[config.mk]
export PLATFORM = sky130hd
export DESIGN_NAME = br_redirect_ctrl
export DESIGN_NICKNAME = d
export VERILOG_FILES = /design/src/rtl/br_redirect_ctrl_pkg.sv /design/src/rtl/br_redirect_ctrl_flush_timer.sv /design/src/rtl/br_redirect_ctrl.sv
export SDC_FILE = /design/constraint.sdc
export NUM_CORES = 1
export LEC_CHECK = 0
export CAP_MARGIN = 20
export CORE_ASPECT_RATIO = 0.75
export CORE_MARGIN = 2
export CORE_UTILIZATION = 54
export DETAILED_ROUTE_END_ITERATION = 10
export GPL_TIMING_DRIVEN = 0
export PLACE_DENSITY = 0.93
export SKIP_CTS_REPAIR_TIMING = 1
export SKIP_LAST_GASP = 1
export SLEW_MARGIN = 40
export SYNTH_ARGS = -nofsm -noshare
export SYNTH_HDL_FRONTEND = slang
export SYNTH_HIERARCHICAL = 1
export SYNTH_SLANG_ARGS = --single-unit
export TNS_END_PERCENT = 10
[constraint.sdc]
create_clock -name clk -period 3.34 [get_ports clk]
set_input_delay 0.668 -clock clk [delete_from_list [all_inputs] [get_ports clk]]
set_output_delay 0.668 -clock clk [all_outputs]
set_load 0.03 [all_outputs]
[src/rtl/br_redirect_ctrl_pkg.sv]
// Shared types for the commit-side branch/exception redirect controller.
package br_redirect_ctrl_pkg;

   localparam int unsigned PC_W = 32;

   typedef enum logic [1:0] {
      ST_IDLE    = 2'd0,
      ST_WAIT_DS = 2'd1,
      ST_FLUSH   = 2'd2,
      ST_REDIR   = 2'd3
   } state_e;

   typedef enum logic {
      SRC_BR  = 1'b0,
      SRC_EXC = 1'b1
   } src_e;

endpackage

[src/rtl/br_redirect_ctrl_flush_timer.sv]
// Loadable down-counter; done_c_o marks the last cycle of a FLUSH_CYCLES window.
module br_redirect_ctrl_flush_timer #(
   parameter int unsigned FLUSH_CYCLES = 2
) (
   input  logic clk,
   input  logic rst_n,
   input  logic load_i,
   output logic done_c_o
);

   localparam int unsigned CW = $clog2(FLUSH_CYCLES + 1);

   logic [CW-1:0] cnt_q;
   logic [CW-1:0] cnt_d;

   always_comb begin
      cnt_d = cnt_q;
      if (load_i) begin
         cnt_d = CW'(FLUSH_CYCLES);
      end else if (cnt_q != '0) begin
         cnt_d = cnt_q - CW'(1);
      end
   end

   always_ff @(posedge clk or negedge rst_n) begin
      if (!rst_n) begin
         cnt_q <= '0;
      end else begin
         cnt_q <= cnt_d;
      end
   end

   assign done_c_o = (cnt_q == CW'(1));

endmodule

[src/rtl/br_redirect_ctrl.sv]
// Watches ROB commits; after a taken branch's delay slot (or any exception)
// flushes the back end and offers the new PC to fetch.
module br_redirect_ctrl
   import br_redirect_ctrl_pkg::*;
#(
   parameter int unsigned FLUSH_CYCLES = 2,
   parameter int unsigned CNT_WD       = 32
) (
   input  logic              clk,
   input  logic              resetn,
   input  logic              cmt_valid,
   input  logic              cmt_is_br,
   input  logic              cmt_br_e,
   input  logic [PC_W-1:0]   cmt_target,
   input  logic              cmt_exc,
   input  logic [PC_W-1:0]   exc_vector,
   output logic              cmt_ready,
   output logic              flush,
   output logic              redir_valid,
   output logic [PC_W-1:0]   redir_pc,
   input  logic              redir_ready,
   output logic [CNT_WD-1:0] br_taken_cnt
);

   state_e            state_q, state_d;
   src_e              src_q, src_d;
   logic              cmt_ready_q, cmt_ready_d;
   logic              flush_q, flush_d;
   logic              redir_valid_q, redir_valid_d;
   logic [PC_W-1:0]   redir_pc_q, redir_pc_d;
   logic [PC_W-1:0]   pend_q, pend_d;
   logic [CNT_WD-1:0] cnt_q, cnt_d;

   logic fire;
   logic xfer;
   logic tmr_load;
   logic tmr_done;

   assign fire = cmt_valid & cmt_ready_q;
   assign xfer = redir_valid_q & redir_ready;

   br_redirect_ctrl_flush_timer #(
      .FLUSH_CYCLES(FLUSH_CYCLES)
   ) u_flush_timer (
      .clk      (clk),
      .rst_n    (resetn),
      .load_i   (tmr_load),
      .done_c_o (tmr_done)
   );

   always_comb begin
      state_d       = state_q;
      src_d         = src_q;
      cmt_ready_d   = cmt_ready_q;
      flush_d       = flush_q;
      redir_valid_d = redir_valid_q;
      redir_pc_d    = redir_pc_q;
      pend_d        = pend_q;
      cnt_d         = cnt_q;
      tmr_load      = 1'b0;

      // Handshake completes independently of where the FSM is in FLUSH/REDIR.
      if (xfer) begin
         redir_valid_d = 1'b0;
         if (src_q == SRC_BR) begin
            cnt_d = cnt_q + CNT_WD'(1);
         end
      end

      unique case (state_q)
         ST_IDLE: begin
            if (fire && cmt_exc) begin
               pend_d        = exc_vector;
               redir_pc_d    = exc_vector;
               src_d         = SRC_EXC;
               state_d       = ST_FLUSH;
               cmt_ready_d   = 1'b0;
               flush_d       = 1'b1;
               redir_valid_d = 1'b1;
               tmr_load      = 1'b1;
            end else if (fire && cmt_is_br && cmt_br_e) begin
               pend_d  = cmt_target;
               state_d = ST_WAIT_DS;
            end
         end
         ST_WAIT_DS: begin
            // Branch fields of the delay slot are deliberately ignored.
            if (fire) begin
               if (cmt_exc) begin
                  pend_d     = exc_vector;
                  redir_pc_d = exc_vector;
                  src_d      = SRC_EXC;
               end else begin
                  redir_pc_d = pend_q;
                  src_d      = SRC_BR;
               end
               state_d       = ST_FLUSH;
               cmt_ready_d   = 1'b0;
               flush_d       = 1'b1;
               redir_valid_d = 1'b1;
               tmr_load      = 1'b1;
            end
         end
         ST_FLUSH: begin
            if (tmr_done) begin
               flush_d = 1'b0;
               if (!redir_valid_q || redir_ready) begin
                  state_d     = ST_IDLE;
                  cmt_ready_d = 1'b1;
               end else begin
                  state_d = ST_REDIR;
               end
            end
         end
         ST_REDIR: begin
            if (redir_ready) begin
               state_d     = ST_IDLE;
               cmt_ready_d = 1'b1;
            end
         end
         default: begin
            state_d = ST_IDLE;
         end
      endcase
   end

   always_ff @(posedge clk or negedge resetn) begin
      if (!resetn) begin
         state_q       <= ST_IDLE;
         src_q         <= SRC_BR;
         cmt_ready_q   <= 1'b1;
         flush_q       <= 1'b0;
         redir_valid_q <= 1'b0;
         redir_pc_q    <= '0;
         pend_q        <= '0;
         cnt_q         <= '0;
      end else begin
         state_q       <= state_d;
         src_q         <= src_d;
         cmt_ready_q   <= cmt_ready_d;
         flush_q       <= flush_d;
         redir_valid_q <= redir_valid_d;
         redir_pc_q    <= redir_pc_d;
         pend_q        <= pend_d;
         cnt_q         <= cnt_d;
      end
   end

   assign cmt_ready    = cmt_ready_q;
   assign flush        = flush_q;
   assign redir_valid  = redir_valid_q;
   assign redir_pc     = redir_pc_q;
   assign br_taken_cnt = cnt_q;

endmodule

==> Yosys cells after proc, flatten, opt, wreduce, memory -nomap -nowiden <==
Index checks and enable logic that the tools add are counted.
{ "op_classes": {"n_reduce_logical": 16, "addsub": 2, "muxes": 36, "bitwise": 3, "eq_ne": 10} }
{ "op_table": {"columns": ["op", "count"], "rows": [
  ["32-bit 2-to-1 mux", 5],
  ["32-bit case mux with 2 select lines", 2],
  ["32-bit by 1-bit adder with 32-bit output, second input constant", 1],
  ["2-bit 2-to-1 mux", 8],
  ["1-bit 2-to-1 mux", 15],
  ["2-bit != test, second input constant", 5],
  ["2-bit case mux with 4 select lines", 1],
  ["4-bit AND reduction", 2],
  ["1-bit case mux with 2 select lines", 3],
  ["3-bit AND reduction", 2],
  ["2-bit nonzero test", 3],
  ["5-bit AND reduction", 1],
  ["2-bit by 1-bit equality test with 1-bit output, second input constant", 2],
  ["2-bit equality test, second input constant", 2],
  ["1-bit case mux with 4 select lines", 1],
  ["1-bit logical AND", 3],
  ["3-bit != test, second input constant", 1],
  ["1-bit case mux with 3 select lines", 1],
  ["3-bit nonzero test", 1],
  ["1-bit AND", 2],
  ["2-bit zero test", 1],
  ["2-bit AND reduction", 1],
  ["2-bit by 1-bit subtractor with 2-bit output, second input constant", 1],
  ["1-bit zero test", 1],
  ["2 further kinds", 2]
]} }
{ "word_totals": {"word_cells": 76, "ff_bits": 104, "in_bits": 71} }

==> Logic depth before layout (Yosys ltp) <==
{ "depth": {"word_depth": 6, "ltp_mapped": 9, "depth_no_buf": 6} }

==> Cells and area by module <==
Netlist, hierarchy kept.
{ "modules_own_cells": {"columns": ["mod", "cells_per_inst", "area_per_inst_um2", "n_inst", "seq_area_each_um2"], "rows": [
  ["br_redirect_ctrl", 535, 5358.9, 1, 2553.7],
  ["br_redirect_ctrl_flush_timer", 11, 115.1, 1, 50.0]
]} }

==> Worst setup path after synthesis <==
OpenSTA, ideal clock, no wires.
{ "synth_path": {"path_kind": "register to register", "start": "register cnt_q[0] (netlist: br_taken_cnt[0])", "end": "register cnt_q[14] (netlist: br_taken_cnt[14])", "path_slack_ns": 1.600, "arrival_ns": 1.607, "stages_incl_launch_ff": 7, "required_time_ns": 3.206, "synth_period_minus_slack_ns": 1.740, "setup_time_ns": 0.134, "path_cell_list": "dfrtp_1 -> ha_1 -> nand4b_2 -> nor3_2 -> buf_6 -> nand4_1 -> xnor2_1"} }
{ "synth_between": {"elab_chain_cells": 1} }
{ "synth_rtl": {"columns": ["item", "line_no", "rtl"], "rows": [
  ["start: declaration", "br_redirect_ctrl.sv:32", "logic [CNT_WD-1:0] cnt_q, cnt_d;"],
  ["start signal: assignment", "br_redirect_ctrl.sv:145", "cnt_q <= cnt_d;"],
  ["32-bit by 1-bit adder with 32-bit output", "br_redirect_ctrl.sv:66", "cnt_d = cnt_q + CNT_WD'(1);"]
]} }
Every way passes these cells.
A chain may end at the register's enable or synchronous reset.

==> Final worst setup path <==
{ "layout_path": {"start": "register cmt_ready_q (netlist: cmt_ready)", "end": "output cmt_ready"} }
{ "layout_rtl": {"columns": ["item", "line_no", "rtl"], "rows": [
  ["start: declaration", "br_redirect_ctrl.sv:27", "logic cmt_ready_q, cmt_ready_d;"],
  ["start signal: assignment", "br_redirect_ctrl.sv:140", "cmt_ready_q <= cmt_ready_d;"],
  ["end: declaration", "br_redirect_ctrl.sv:17", "output logic cmt_ready,"]
]} }
No word-level cell between the ends.

==> impl_results.md <==
* Layout cell share with drive strength beyond 1 at 0.0787
* Max Freq at 0.431 GHz
* Crit Path Class: flop to output pin
* Clk buf depth at 2
* DRC errors left at 0
* Hold Path Class: input pin to async pin
* WL final at 15900 um
* Post-synth EDFFs at 0
* Clock Sink Count at 104
* Peak VDD IR at 313 uV
* Mapped Nets at 624
* CTS tree: done
* Critical path's slowest cell: clkdlybuf4s50_1
* Dpl cells at 816
* CP bufs+invs at 1
* Crit-path leading delay family: buffers and inverters
* CP max stage delay at 700 ps
* DP Worst Slack at 800 ps
* Initial Util at 0.560
* TritonCTS Buffers at 9
* Sequential area share after synthesis at 0.476
* Critical path data arrival time at 1650 ps
* Synthesized cell area at 5470 sq um
* Hpwl dp at 11300 um
* Cells along the critical path: clkdlybuf4s50_1
* Slew HR at 0.601
* WP data required at 2670 ps
* Fin area at 7350 sq um
* Gpl congestion at 0.878
* CTS H-tree lvls at 3
* Die area at 11000 sq um
* Leak Pwr at 3.42 nW
* Pwr Total at 2.58 mW
* Number of global-route vias before repair at 5090
* RSZ-0062 raised after global routing: no
* IO Count at 138
* Die H at 91.2 um
* Startpoint types: flop
* Syn Area/Cell at 10.0 sq um
* Crit-path max FO at 7
* Cells after synthesis at 546
* Post-Route Setup TNS at 0 ps
* Initial antenna violation count at 0
* Period utilization at 0.695
* DR iter-0 viols at 498
* Core box area at 9770 sq um
* Wire per inst at 19.1 um
* Worst-margin pin slew at 599 ps
* Yosys cell types at 46
* Root Driver: clkbuf_16
* Placed cell area at 7040 sq um
* Drt first pass iters at 6
* Outcome: completed
* Clk Latency, worst-skew pair at 350 ps
* Std cell rows at 31
* Post-synthesis register bit count at 104
* Total track usage at 0.296
* Chip Width at 120 um
* Final worst slack at 1020 ps
* Final cell count without fillers at 831
* Final min period at 2320 ps
* Routed Antenna Nets at 0
* Routed vias/inst at 6.14
* Ys Warns at 6
* Largest net degree at the start of global routing at 57
* Hold Fails Final Rpt at 0
* Area Growth Syn to Fin at 34.4%
* IO Port Bufs at 137
* Max-cap viol count at 0
* Async S/R FF share, synth at 1.00
* PD cells at 351 nW/um^2
* NumNets Final at 773
* Total number of vias at 5103
* First-pass GRT wire length at 25900 um
* # diodes at 0
* Final count of negative-setup-slack endpoints at 0
* Skew final at 10.4 ps
* CP Capture Type: output pin
* GRT overflow at 0
* Most used DFF post-synth: dfrtp_1
* Reg clk slew, reported paths at 70 ps
* Slew Viols, Final at 0
through the flow:
stage          hold WS (ps)   util
2_1_floorplan           372      -
3_3_place_gp            463  0.717
3_5_place_dp            473  0.721
4_1_cts                 234  0.752
5_1_grt                 249  0.752
6_report                220  0.752
placed cells by master (no fill, tap or decap), types with 3 or more instances in the layout:
master           instances
a211o_1                 33
a21o_1                   3
a21oi_1                  5
and3_1                   4
buf_2                   23
buf_4                    3
clkbuf_1                 9
clkbuf_16                9
clkdlybuf4s50_1        136
dfrtp_1                103
ha_1                     7
inv_1                    9
mux2i_1                 32
nand2_1                 77
nand2b_1                 4
nand3_1                 13
nand4_1                 12
nor2_1                  13
nor2b_1                 33
o21ai_0                 39
o21ai_1                 29
o221ai_1                32
xnor2_1                 25
xor2_1                   7
layout make-up:
| type | instances | area (sq um) |
|---|---|---|
| well taps | 132 | 165 |
| clock buffers | 10 | 229 |
| clock inverters | 5 | 82.6 |
| fillers | 679 | 2420 |
| flip-flops and latches | 104 | 2600 |
| inverters | 9 | 33.8 |
| multi-input cells | 393 | 2630 |
| plain buffers | 40 | 208 |
| repair buffers | 138 | 1400 |
kinds of logic (layout without fill, tap and decap cells):
logic type                 Yosys count  count (layout)  share of synthesized area
and+or+nand+nor                    170             170                      0.163
AOI/OAI and AO/OA                  149             149                      0.186
buffers and inverters               49             202                     0.0441
adders and majority gates            7               7                     0.0160
muxes                               35              35                     0.0647
DFF                                104             104                      0.476
xor gates and xnor gates            32              32                     0.0512
power by group:
group / internal [mW] / switching [mW] / total, mW
clock: 0.655 / 0.461 / 1.12
sequential: 1.26 / 0 / 1.26
combinational: 0.121 / 0.0877 / 0.208
total: 2.03 / 0.549 / 2.58
state kept, by name, summed over array words and instances (netlist names):
name and flops:
br_taken_cnt 32, pend_q 32, redir_valid 1, redir_pc 32, state_q 2, u_flush_timer/cnt_q 2
flush 1, src_q 1, cmt_ready 1
synth_stat cells, types with 12 or more instances:
| master | number | area share |
|---|---|---|
| o21ai_1 | 29 | 0.027 |
| o221ai_1 | 32 | 0.051 |
| o21ai_0 | 39 | 0.036 |
| nand4_1 | 12 | 0.014 |
| mux2i_1 | 32 | 0.059 |
| dfrtp_1 | 103 | 0.47 |
| nand2_1 | 77 | 0.053 |
| xnor2_1 | 25 | 0.040 |
| buf_2 | 23 | 0.021 |
| nor2_1 | 13 | 0.0089 |
| nand3_1 | 13 | 0.012 |
| a211o_1 | 33 | 0.053 |
| nor2b_1 | 33 | 0.038 |
path summary, 6_finish.rpt:
check | end | from | cells after the start | slack, ps
worst max-delay path | cmt_ready | cmt_ready$_DFFE_PN1P_ | 1 | 1020
worst min-delay path | redir_pc[14]$_DFFE_PN0P_ | resetn | 1 | 220
worst max register to register | pend_q[4]$_DFFE_PN0P_ | state_q[1]$_DFFE_PN0P_ | 9 | 1180
worst min register to register | redir_pc[14]$_DFFE_PN0P_ | redir_pc[14]$_DFFE_PN0P_ | 2 | 480
max in group asynchronous | cmt_ready$_DFFE_PN1P_ | resetn | 2 | 2480
min in group clk | redir_pc[14]$_DFFE_PN0P_ | redir_pc[14]$_DFFE_PN0P_ | 2 | 480
worst register-to-register path, stage by stage (launching register included):
cell and delay (ps):
dfrtp_1 420, inv_1 100, ha_1 190, buf_2 180, nor2_1 160, a211o_1 160, clkbuf_1 370, buf_2 320
nand2_1 90, o21ai_1 100
routing by layer:
metal | routed length, um | GRT usage | vias up | share of wire
met1 | 6620 | 0.403 | 2520 | 0.42
li1 | - | - | 2268 | -
met5 | 0 | 0 | - | 0
met3 | 1120 | 0.0490 | 47 | 0.071
met2 | 7560 | 0.466 | 268 | 0.48
met4 | 571 | 0.135 | 0 | 0.036
Note: power is estimated with default switching activity, not from simulation.
